<file path="config.mk">
export PLATFORM = sky130hd
export DESIGN_NAME = matriz_leds_render
export DESIGN_NICKNAME = d
export VERILOG_FILES = /design/src/rtl/matriz_pkg.sv /design/src/rtl/blink_divider.sv /design/src/rtl/matriz_leds_render.sv
export SDC_FILE = /design/constraint.sdc
export NUM_CORES = 1
export LEC_CHECK = 0
export ABC_AREA = 1
export CAP_MARGIN = 20
export CORE_AREA = 2 2 130 132
export DETAILED_ROUTE_END_ITERATION = 12
export DIE_AREA = 0 0 132 134
export PLACE_DENSITY = 0.6
export SETUP_SLACK_MARGIN = 0.05
export SYNTH_ARGS = -nofsm -noshare
export SYNTH_HDL_FRONTEND = slang
export SYNTH_HIERARCHICAL = 1
export SYNTH_SLANG_ARGS = --single-unit
</file>
<file path="constraint.sdc">
create_clock -name clock -period 6.5 [get_ports clock]
set_clock_uncertainty 0.2 [all_clocks]
set_input_delay 1.3 -clock clock [delete_from_list [all_inputs] [get_ports clock]]
set_output_delay 1.3 -clock clock [all_outputs]
set_load 0.02 [all_outputs]
</file>
<file path="src/rtl/matriz_pkg.sv">
// Shared types and helpers for the snake LED-matrix renderer.
//   state_e      : renderer FSM states
//   cell_to_led  : playfield cell index -> LED bit index (row-major, inside the border ring)
//   border_mask  : LED bits forming the outer ring of a (grid_w+2) x (grid_h+2) matrix
package matriz_pkg;

  typedef enum logic [1:0] {
    StIdle,
    StScan,
    StCommit
  } state_e;

  // Upper bound on matrix size handled by border_mask; callers truncate to their LED width.
  localparam int unsigned MaxLedW = 4096;

  function automatic int unsigned cell_to_led(int unsigned p, int unsigned grid_w);
    return (p / grid_w + 1) * (grid_w + 2) + (p % grid_w) + 1;
  endfunction

  function automatic logic [MaxLedW-1:0] border_mask(int unsigned grid_w, int unsigned grid_h);
    logic [MaxLedW-1:0] m;
    m = '0;
    for (int unsigned r = 0; r < grid_h + 2; r++) begin
      for (int unsigned c = 0; c < grid_w + 2; c++) begin
        if (r == 0 || r == grid_h + 1 || c == 0 || c == grid_w + 1) begin
          m = m | (MaxLedW'(1) << (r * (grid_w + 2) + c));
        end
      end
    end
    return m;
  endfunction

endpackage

</file>
<file path="src/rtl/blink_divider.sv">
// Free-running blink phase generator.
//   clock       : system clock, rising edge
//   reset       : asynchronous, active-high
//   blink_phase : toggles every BLINK_DIV clock cycles (counter wraps 0..BLINK_DIV-1)
module blink_divider #(
  parameter int unsigned BLINK_DIV = 25000000
) (
  input  logic clock,
  input  logic reset,
  output logic blink_phase
);

  localparam int unsigned CntW = (BLINK_DIV > 1) ? $clog2(BLINK_DIV) : 1;

  logic [CntW-1:0] cnt_q, cnt_d;
  logic            phase_q, phase_d;

  always_comb begin
    cnt_d   = cnt_q + CntW'(1);
    phase_d = phase_q;
    if (cnt_q == CntW'(BLINK_DIV - 1)) begin
      cnt_d   = '0;
      phase_d = ~phase_q;
    end
  end

  always_ff @(posedge clock or posedge reset) begin
    if (reset) begin
      cnt_q   <= '0;
      phase_q <= 1'b0;
    end else begin
      cnt_q   <= cnt_d;
      phase_q <= phase_d;
    end
  end

  assign blink_phase = phase_q;

endmodule

</file>
<file path="src/rtl/matriz_leds_render.sv">
// LED-matrix renderer for the snake game. A refresh snapshots the game state, scans the
// playfield one cell per cycle into a shadow buffer, then commits the frame to leds at once.
//   clock, reset : system clock (rising edge), asynchronous active-high reset
//   refresh      : single-cycle frame request (collapses into one pending request while busy)
//   body_mask    : bit p set = snake occupies playfield cell p
//   apple        : apple cell index; apple_valid : apple present
//   game_over    : game ended (border flashes, apple hidden)
//   leds         : registered image, bit index = row*(GRID_W+2)+col
//   frame_done   : one-cycle pulse in the cycle after leds updates
//   busy         : high while scanning or committing
module matriz_leds_render
  import matriz_pkg::*;
#(
  parameter  int unsigned GRID_W    = 4,
  parameter  int unsigned GRID_H    = 4,
  parameter  int unsigned BLINK_DIV = 25000000,
  localparam int unsigned N         = GRID_W * GRID_H,
  localparam int unsigned POS_W     = $clog2(N),
  localparam int unsigned LED_W     = (GRID_W + 2) * (GRID_H + 2)
) (
  input  logic             clock,
  input  logic             reset,
  input  logic             refresh,
  input  logic [N-1:0]     body_mask,
  input  logic [POS_W-1:0] apple,
  input  logic             apple_valid,
  input  logic             game_over,
  output logic [LED_W-1:0] leds,
  output logic             frame_done,
  output logic             busy
);

  localparam logic [LED_W-1:0] BorderMask = LED_W'(border_mask(GRID_W, GRID_H));

  state_e             state_q, state_d;
  logic [POS_W-1:0]   cnt_q, cnt_d;
  logic               pending_q, pending_d;
  logic [N-1:0]       body_snap_q, body_snap_d;
  logic [POS_W-1:0]   apple_snap_q, apple_snap_d;
  logic               apple_valid_snap_q, apple_valid_snap_d;
  logic               game_over_snap_q, game_over_snap_d;
  logic               blink_snap_q, blink_snap_d;
  logic [N-1:0]       shadow_q, shadow_d;
  logic [LED_W-1:0]   leds_q, leds_d;
  logic               frame_done_q, frame_done_d;
  logic               blink_phase;
  logic [LED_W-1:0]   interior_img;
  logic               border_on;

  blink_divider #(
    .BLINK_DIV (BLINK_DIV)
  ) u_blink (
    .clock       (clock),
    .reset       (reset),
    .blink_phase (blink_phase)
  );

  // Scatter the shadow buffer onto the interior LED positions; ring positions stay 0 here
  // and get the border pattern separately at commit time.
  for (genvar i = 0; i < LED_W; i++) begin : g_ring
    if (BorderMask[i]) begin : g_zero
      assign interior_img[i] = 1'b0;
    end
  end

  for (genvar p = 0; p < N; p++) begin : g_cell
    assign interior_img[cell_to_led(p, GRID_W)] = shadow_q[p];
  end

  // Border is dark only during the off-phase of a game-over flash.
  assign border_on = ~game_over_snap_q | blink_snap_q;

  always_comb begin
    state_d            = state_q;
    cnt_d              = cnt_q;
    pending_d          = pending_q;
    body_snap_d        = body_snap_q;
    apple_snap_d       = apple_snap_q;
    apple_valid_snap_d = apple_valid_snap_q;
    game_over_snap_d   = game_over_snap_q;
    blink_snap_d       = blink_snap_q;
    shadow_d           = shadow_q;
    leds_d             = leds_q;
    frame_done_d       = 1'b0;

    unique case (state_q)
      StIdle: begin
        if (refresh || pending_q) begin
          body_snap_d        = body_mask;
          apple_snap_d       = apple;
          apple_valid_snap_d = apple_valid;
          game_over_snap_d   = game_over;
          blink_snap_d       = blink_phase;
          cnt_d              = '0;
          pending_d          = 1'b0;
          state_d            = StScan;
        end
      end
      StScan: begin
        // An out-of-range apple index never equals a scanned cell, so nothing is lit for it.
        shadow_d[cnt_q] = body_snap_q[cnt_q] |
                          (apple_valid_snap_q & ~game_over_snap_q & blink_snap_q &
                           (apple_snap_q == cnt_q));
        if (cnt_q == POS_W'(N - 1)) begin
          state_d = StCommit;
        end else begin
          cnt_d = cnt_q + POS_W'(1);
        end
        if (refresh) begin
          pending_d = 1'b1;
        end
      end
      StCommit: begin
        leds_d       = (border_on ? BorderMask : '0) | interior_img;
        frame_done_d = 1'b1;
        state_d      = StIdle;
        if (refresh) begin
          pending_d = 1'b1;
        end
      end
      default: state_d = StIdle;
    endcase
  end

  always_ff @(posedge clock or posedge reset) begin
    if (reset) begin
      state_q            <= StIdle;
      cnt_q              <= '0;
      pending_q          <= 1'b0;
      body_snap_q        <= '0;
      apple_snap_q       <= '0;
      apple_valid_snap_q <= 1'b0;
      game_over_snap_q   <= 1'b0;
      blink_snap_q       <= 1'b0;
      shadow_q           <= '0;
      leds_q             <= BorderMask;
      frame_done_q       <= 1'b0;
    end else begin
      state_q            <= state_d;
      cnt_q              <= cnt_d;
      pending_q          <= pending_d;
      body_snap_q        <= body_snap_d;
      apple_snap_q       <= apple_snap_d;
      apple_valid_snap_q <= apple_valid_snap_d;
      game_over_snap_q   <= game_over_snap_d;
      blink_snap_q       <= blink_snap_d;
      shadow_q           <= shadow_d;
      leds_q             <= leds_d;
      frame_done_q       <= frame_done_d;
    end
  end

  assign leds       = leds_q;
  assign frame_done = frame_done_q;
  assign busy       = (state_q != StIdle);

endmodule

</file>
==> summary.md, run 1 <==
| Metric | Value |
|---|---|
| CTS tree | `yes` |
| Post-CTS setup buffer count | `0` |
| CP bufs+invs | `1` |
| Commonest cells after routing, fill and taps aside | `nand2_1, dfrtp_1, nor2_1` |
| Antenna Nets Post-Route | `0` |
| Max FO, Critical Path | `21` |
| Ports | `63` |
| Post-synthesis sequential area ratio | `46.68%` |
| Switching Fraction | `33.56%` |
| Final Max Tran Viols | `0` |
| Routability cong. | `0.7973` |
| Routed len/inst | `11.77 um` |
| Post-synth top area share | `a little under half` |
| R2r setup slk | `4.47 ns` |
| Iter 0 DRT Violations | `162` |
| Area taken by flip-flops and latches | `0.002253 mm2` |
| Max-cap violation count | `0` |
| Reg2reg end | `shadow_q[10]$_DFFE_PP0P_` |
| Power density cells | `314.7 mW/mm2` |
| # hold bufs at CTS | `0` |
| Die ar. | `0.01769 mm2` |
| Max_slew headroom | `between 30% and 40%` |
| Gate power share | `27.9%` |
| Endpoint class of the critical path | `primary output` |
| Top cell type by total area after synthesis | `dfrtp_1` |
| Standard-cell rows | `47` |
| Power Internal | `around 1200 uW` |
| Fmax | `around 300 MHz` |
| Crit path cell chain | `clkdlybuf4s50_1` |
| Final-layout fill cell count | `roughly 1700` |
| # clock sinks | `90` |
| CTS Buf Count | `9` |
| Slew @ Worst Pin | `0.9071 ns` |
| Fin nets | `643` |
| Register share of total power | `approximately 41%` |
| Initial antenna violation count | `0` |
| R2R depth | `7` |
| Post-route DRC | `0` |
| Status | `finished clean` |
| Final Setup Violations | `0` |
| CP Depth | `1` |
| Worst path slowest cell | `dfstp_2` |
| Root Driver | `clkbuf_16` |
| Slowest stage delay, CP | `0.72 ns` |
| Synth warnings | `6` |
| Ant diodes | `0` |
| Largest net degree at the start of global routing | `65` |
| Worst Hold Class | `reg -> reg` |
| Mapped Area | `0.004827 mm2` |
| Commonest non-fill, non-tap cell in the layout | `nand2_1` |
| Final Hold Viols | `0` |
| Area growth, synth to finish | `22.03%` |
| Reg2Reg Launch Point | `cnt_q[0]$_DFFE_PP0P_` |
| Initial Utilization | `29.63%` |
| Synth Area per Inst | `8.559 um2` |
| Clock buffer depth | `2` |
| All-layer global routing usage | `12.08%` |
| Number of instances in the placed design | `between 800 and 900` |
| Non-Filler Instances | `835` |
| Leak | `0.002946 uW` |
| Drt total wl | `9.826 mm` |
| Share of the clock period used by the worst path | `49.91%` |
| Syn nets | `approximately 600` |
| WP data required | `5.00 ns` |
| NetSw | `622.1 uW` |
| CP top delay family | `flip-flops` |
| Unrepaired setup endpoints after global routing | `no` |
| Grt total ovfl | `0` |
| Critical Path Start | `leds[34]$_DFFE_PP1P_` |
| Worst Setup Start Kind | `flip-flop` |
| Critical path class | `reg -> out` |
| Hpwl dp | `6.986 mm` |
| Drt via density | `about 4.3` |
| Layout cells sized above 1 | `14.80%` |
| Synthesized flop and latch total | `90` |
| Latest clock arrival within the worst-skew pair | `0.34 ns` |
| Core ar. | `~0.016 mm2` |
| Via Count | `3557` |
| Clock transition at path regs | `0.06 ns` |
| Cells after Synth | `564` |
| PortBufs | `62` |
| CP Data Arrival Time | `1.74 ns` |
| Setup crit end | `leds[32]` |
| Peak supply drop | `0.2124 mV` |
| Drt pass-1 iters | `4` |
| Clock power frac | `a little under a third` |
| Multi-input combinational cell area | `0.002116 mm2` |
| Post-synth cell types | `33` |
| Die width | `132 um` |
| Synth top area cells | `dfrtp_1, nand2_1, nor2_1` |
| Number of global-route vias before repair | `3563` |
| Die Y-Extent | `134 um` |
| Post-cts sizing count | `0` |
| CTS H-Tree Depth | `3` |
| First-pass GRT wire length | `about 17 mm` |
| Setup TNS | `0 ns` |
| Tmin final | `around 3.2 ns` |
-- kinds of logic (layout without fill, tap and decap cells) --
logic type | after synthesis | in the layout | share of synthesized area, %
compound gates | 49 | 49 | 6.895
xor+xnor | 12 | 12 | 2.177
fa+ha+maj | 8 | 8 | 2.074
buf+inv | 95 | 146 | 9.487
flops | 90 | 90 | 46.68
mux | 23 | 23 | 5.366
simple gates | 287 | 287 | 27.32
-- metal layers --
metal	up-vias	part of all wire, %	global-route usage, %
met5	-	0	0
met1	1639	47	15.76
met3	12	4.3	2.910
met4	0	1.5	4.952
li1	1836	-	-
met2	70	47	19.30
-- per-stage QoR --
stage	power [uW]	cell area [um2]	worst slack (ns)	utilization, %	hold slack (ns)
final	1854	5891	3.256	36.16	0.2493
after detailed placement	1285	5524	3.468	33.91	0.2588
after global placement	1277	5524	3.489	33.91	0.2519
after global routing	1988	5891	3.136	36.16	0.2845
after CTS	1880	5863	3.204	35.99	0.2525
after floorplan	1171	4827	3.404	-	0.2194
-- worst register-to-register path, cell delays in order (launching register included) --
cell and delay (ns):
dfrtp_1 0.67, inv_2 0.21, nor2_1 0.13, o21ai_1 0.09
nand2_1 0.07, nand2_2 0.24, o21bai_1 0.23, nand2_1 0.07
-- registers in the layout, indices dropped and copies added, names as in the netlist --
register	flops
leds	17
body_snap_q	16
blink_snap_q	1
cnt_q	4
u_blink/blink_phase	1
game_over_snap_q	1
state_q	2
u_blink/cnt_q	25
pending_q	1
apple_snap_q	4
apple_valid_snap_q	1
shadow_q	16
frame_done	1
-- power by group through the flow --
stage | clock network, uW | registers (uW) | logic, uW
6_report | 586 | 751 | 517
5_1_grt | 623 | 768 | 597
4_1_cts | 603 | 752 | 524
3_5_place_dp | 0 | 762 | 522
3_3_place_gp | 0 | 760 | 517
2_1_floorplan | 0 | 732 | 439
-- Yosys cell counts, drive strengths merged --
master / instances
nand2: 154
nor2: 94
dfrtp: 89
inv: 65
nand3: 29
buf: 28
mux2: 23
a21oi: 21
o21bai: 16
xor2: 12
o21ai: 9
ha: 8
nor3: 5
nand4: 3
clkbuf: 2
a22o: 1
a31oi: 1
a32o: 1
and2: 1
dfstp: 1
or2: 1
-- area by class of cell --
| class | instances | share of cell area (%) |
|---|---|---|
| tap | 220 | 4.673 |
| multi-input combinational | 379 | 35.92 |
| timing repair buffer | 65 | 11.26 |
| sequential | 90 | 38.25 |
| clock buffer | 12 | 4.524 |
| clock inverter | 4 | 1.232 |
| inverter | 65 | 4.142 |
-- worst min-delay path by stage --
stage / from / endpoint / slack, ns / depth (start not counted)
floorplan: game_over_snap_q$_DFFE_PP0P_ / leds[34]$_DFFE_PP1P_ / 0.22 / 1
global placement: u_blink/cnt_q[0]$_DFF_PP0_ / u_blink/cnt_q[0]$_DFF_PP0_ / 0.25 / 1
detailed placement: game_over_snap_q$_DFFE_PP0P_ / leds[34]$_DFFE_PP1P_ / 0.26 / 1
CTS: game_over_snap_q$_DFFE_PP0P_ / leds[34]$_DFFE_PP1P_ / 0.25 / 1
global route: game_over_snap_q$_DFFE_PP0P_ / leds[34]$_DFFE_PP1P_ / 0.28 / 1
finish: game_over_snap_q$_DFFE_PP0P_ / leds[34]$_DFFE_PP1P_ / 0.25 / 1
Power figures use the tool's default switching activity.
==> run 2: changes to the inputs <==
==> constraint.sdc (replaced) <==
create_clock -name clock -period 3.11 [get_ports clock]
set_clock_uncertainty 0.2 [all_clocks]
set_input_delay 0.622 -clock clock [delete_from_list [all_inputs] [get_ports clock]]
set_output_delay 0.622 -clock clock [all_outputs]
set_load 0.02 [all_outputs]
==> run 2 against run 1 <==
  * Largest cell class unchanged
  * Clock power is 76% higher
  * Non-clock buffer count increased by 2
  * Largest power group unchanged
  * Routed wire length fell by 1.3%
  * Sequential share of layout area is 0.32 points higher
  * Worst setup slack worse by 2.7 ns
==> summary.md, run 2 (synthesis gave the netlist of run 1 again) <==
| Metric | Value |
|---|---|
| Drt pass-1 iters | `5 (was 4)` |
| # clock sinks | `90 (unchanged)` |
| Power Internal | `2365 uW (was 1232 uW)` |
| Die width | `132 um (unchanged)` |
| Critical path class | `reg -> out (unchanged)` |
| Initial antenna violation count | `0 (unchanged)` |
| Post-cts sizing count | `0 (unchanged)` |
| Register share of total power | `42.4% (was 40.5%)` |
| Endpoint class of the critical path | `primary output (unchanged)` |
| Share of the clock period used by the worst path | `82.19%` |
| CP bufs+invs | `1 (unchanged)` |
| Power density cells | `632.2 mW/mm2 (was 314.7 mW/mm2)` |
| Final Hold Viols | `0 (unchanged)` |
| Fin area | `0.005842 mm2 (was 0.005891 mm2)` |
| First-pass GRT wire length | `17.13 mm (was 17.14 mm)` |
| Fmax | `391.2 MHz` |
| Die Y-Extent | `134 um (unchanged)` |
| Ports | `63 (unchanged)` |
| Routed len/inst | `11.59 um (was 11.77 um)` |
| Max FO, Critical Path | `21 (unchanged)` |
| Biggest register | `u_blink/cnt_q (unchanged)` |
| Worst Hold Class | `reg -> reg (unchanged)` |
| Max reg flops | `25 (unchanged)` |
| Leak | `0.002919 uW (was 0.002946 uW)` |
| Commonest cells after routing, fill and taps aside | `nand2_1, dfrtp_1, nor2_1 (unchanged)` |
| Antenna Nets Post-Route | `0 (unchanged)` |
| Final Setup Violations | `0 (unchanged)` |
| Post-CTS setup buffer count | `0 (unchanged)` |
| WP data required | `2.29 ns (was 5.00 ns)` |
| Final Util | `35.86% (was 36.16%)` |
| Crit path cell chain | `clkdlybuf4s50_1 (unchanged)` |
| Initial Utilization | `29.63% (unchanged)` |
| Latest clock arrival within the worst-skew pair | `0.34 ns (about the same)` |
| Largest net degree at the start of global routing | `28 (was 65)` |
| CP Data Arrival Time | `1.73 ns (was 1.74 ns)` |
| Hpwl dp | `7.163 mm (was 6.986 mm)` |
| Clock power frac | `28.0% (was 31.6%)` |
| Setup TNS | `0 ns (unchanged)` |
| CP top delay family | `flip-flops (unchanged)` |
| Standard-cell rows | `47 (unchanged)` |
| Final Max Tran Viols | `0 (unchanged)` |
| Switching Fraction | `35.96% (was 33.56%)` |
| Area growth, synth to finish | `21.02% (was 22.03%)` |
| Gate power share | `29.6% (was 27.9%)` |
| PortBufs | `62 (unchanged)` |
| Commonest non-fill, non-tap cell in the layout | `nand2_1 (unchanged)` |
| Root Driver | `clkbuf_16 (unchanged)` |
| Fin nets | `645 (was 643)` |
| Routability cong. | `0.8065 (was 0.7973)` |
| Post-DP Area | `0.005559 mm2 (was 0.005524 mm2)` |
| Slowest stage delay, CP | `0.72 ns (about the same)` |
| Worst Setup Start Kind | `flip-flop (unchanged)` |
| Die ar. | `0.01769 mm2 (unchanged)` |
| Drt via density | `4.210 (was 4.260)` |
| Hold Slack | `0.2549 ns (was 0.2493 ns)` |
| CTS tree | `yes (unchanged)` |
| Tot Pwr | `3693 uW (was 1854 uW)` |
| Grt total ovfl | `0 (unchanged)` |
| Layout cells sized above 1 | `14.91% (was 14.80%)` |
| Iter 0 DRT Violations | `247 (was 162)` |
| Max_slew headroom | `39.32% (was 39.53%)` |
| # hold bufs at CTS | `0 (unchanged)` |
| Clock transition at path regs | `0.06 ns (about the same)` |
| Ant diodes | `0 (unchanged)` |
| Via Count | `3524 (was 3557)` |
| Clock buffer depth | `2 (unchanged)` |
| Number of global-route vias before repair | `3498 (was 3563)` |
| NetSw | `1328 uW (was 622.1 uW)` |
| Drt total wl | `9.699 mm (was 9.826 mm)` |
| Max-cap violation count | `0 (unchanged)` |
| Status | `finished clean (unchanged)` |
| Peak supply drop | `0.3556 mV (was 0.2124 mV)` |
| Slew @ Worst Pin | `0.9101 ns (was 0.9071 ns)` |
| Unrepaired setup endpoints after global routing | `no (unchanged)` |
| All-layer global routing usage | `12.03% (was 12.08%)` |
| CTS Buf Count | `9 (unchanged)` |
| Post-route DRC | `0 (unchanged)` |
| Worst path slowest cell | `dfstp_2 (unchanged)` |
| Core ar. | `0.01629 mm2 (unchanged)` |
| CTS H-Tree Depth | `3 (unchanged)` |
| Tmin final | `2.556 ns` |
[run 2: changes by cell type in the layout (fill, tap and decap cells not counted), sizes merged]
cell and change:
buf +2, bufinv -2, clkbuf -2, clkinv +2, clkinvlp +1, inv +1
[run 2: worst paths after layout]
kind / startpoint / slack [ns] / endpoint / depth (start not counted)
worst max register to register: cnt_q[0]$_DFFE_PP0P_ / 1.08 / cnt_q[0]$_DFFE_PP0P_ / 8
max in group asynchronous: reset / 1.61 / body_snap_q[4]$_DFFE_PP0P_ / 3
worst max-delay path: leds[34]$_DFFE_PP1P_ / 0.55 / leds[24] / 1
min in group asynchronous: reset / 0.49 / body_snap_q[15]$_DFFE_PP0P_ / 2
worst min register to register: game_over_snap_q$_DFFE_PP0P_ / 0.25 / leds[34]$_DFFE_PP1P_ / 1
worst min-delay path: game_over_snap_q$_DFFE_PP0P_ / 0.25 / leds[34]$_DFFE_PP1P_ / 1
[run 2: final cells by class]
class | instances | area, um2
Clock buffer | 10 | 229.0
Clock inverter | 6 | 53.80
Fill cell | 1696 | 10450
Inverter | 65 | 244.0
Multi-Input combinational cell | 379 | 2116
Sequential cell | 90 | 2253
Tap cell | 220 | 275.3
Timing Repair Buffer | 67 | 670.6
[run 2: metrics by stage]
stage,setup WS [ns],cells
2_1_floorplan,0.6916,564
3_3_place_gp,0.6822,821
3_5_place_dp,0.6166,821
4_1_cts,0.4966,837
5_1_grt,0.4204,837
6_report,0.5540,837
[run 2: routing by layer]
| layer | track usage [%] | wire (um) | vias up |
|---|---|---|---|
| met2 | 18.95 | 4437 | 63 |
| met4 | 3.200 | 100 | 0 |
| met1 | 16.33 | 4772 | 1614 |
| met5 | 0 | 0 | - |
| met3 | 3.364 | 389 | 6 |
| li1 | - | - | 1841 |
[run 2: power by group through the flow]
stage / combinational [uW] / sequential (uW) / clock (uW)
6_report: 1090 / 1570 / 1030
5_1_grt: 1270 / 1610 / 1120
4_1_cts: 1110 / 1570 / 1070
3_5_place_dp: 1110 / 1590 / 0
3_3_place_gp: 1090 / 1590 / 0
2_1_floorplan: 918 / 1530 / 0
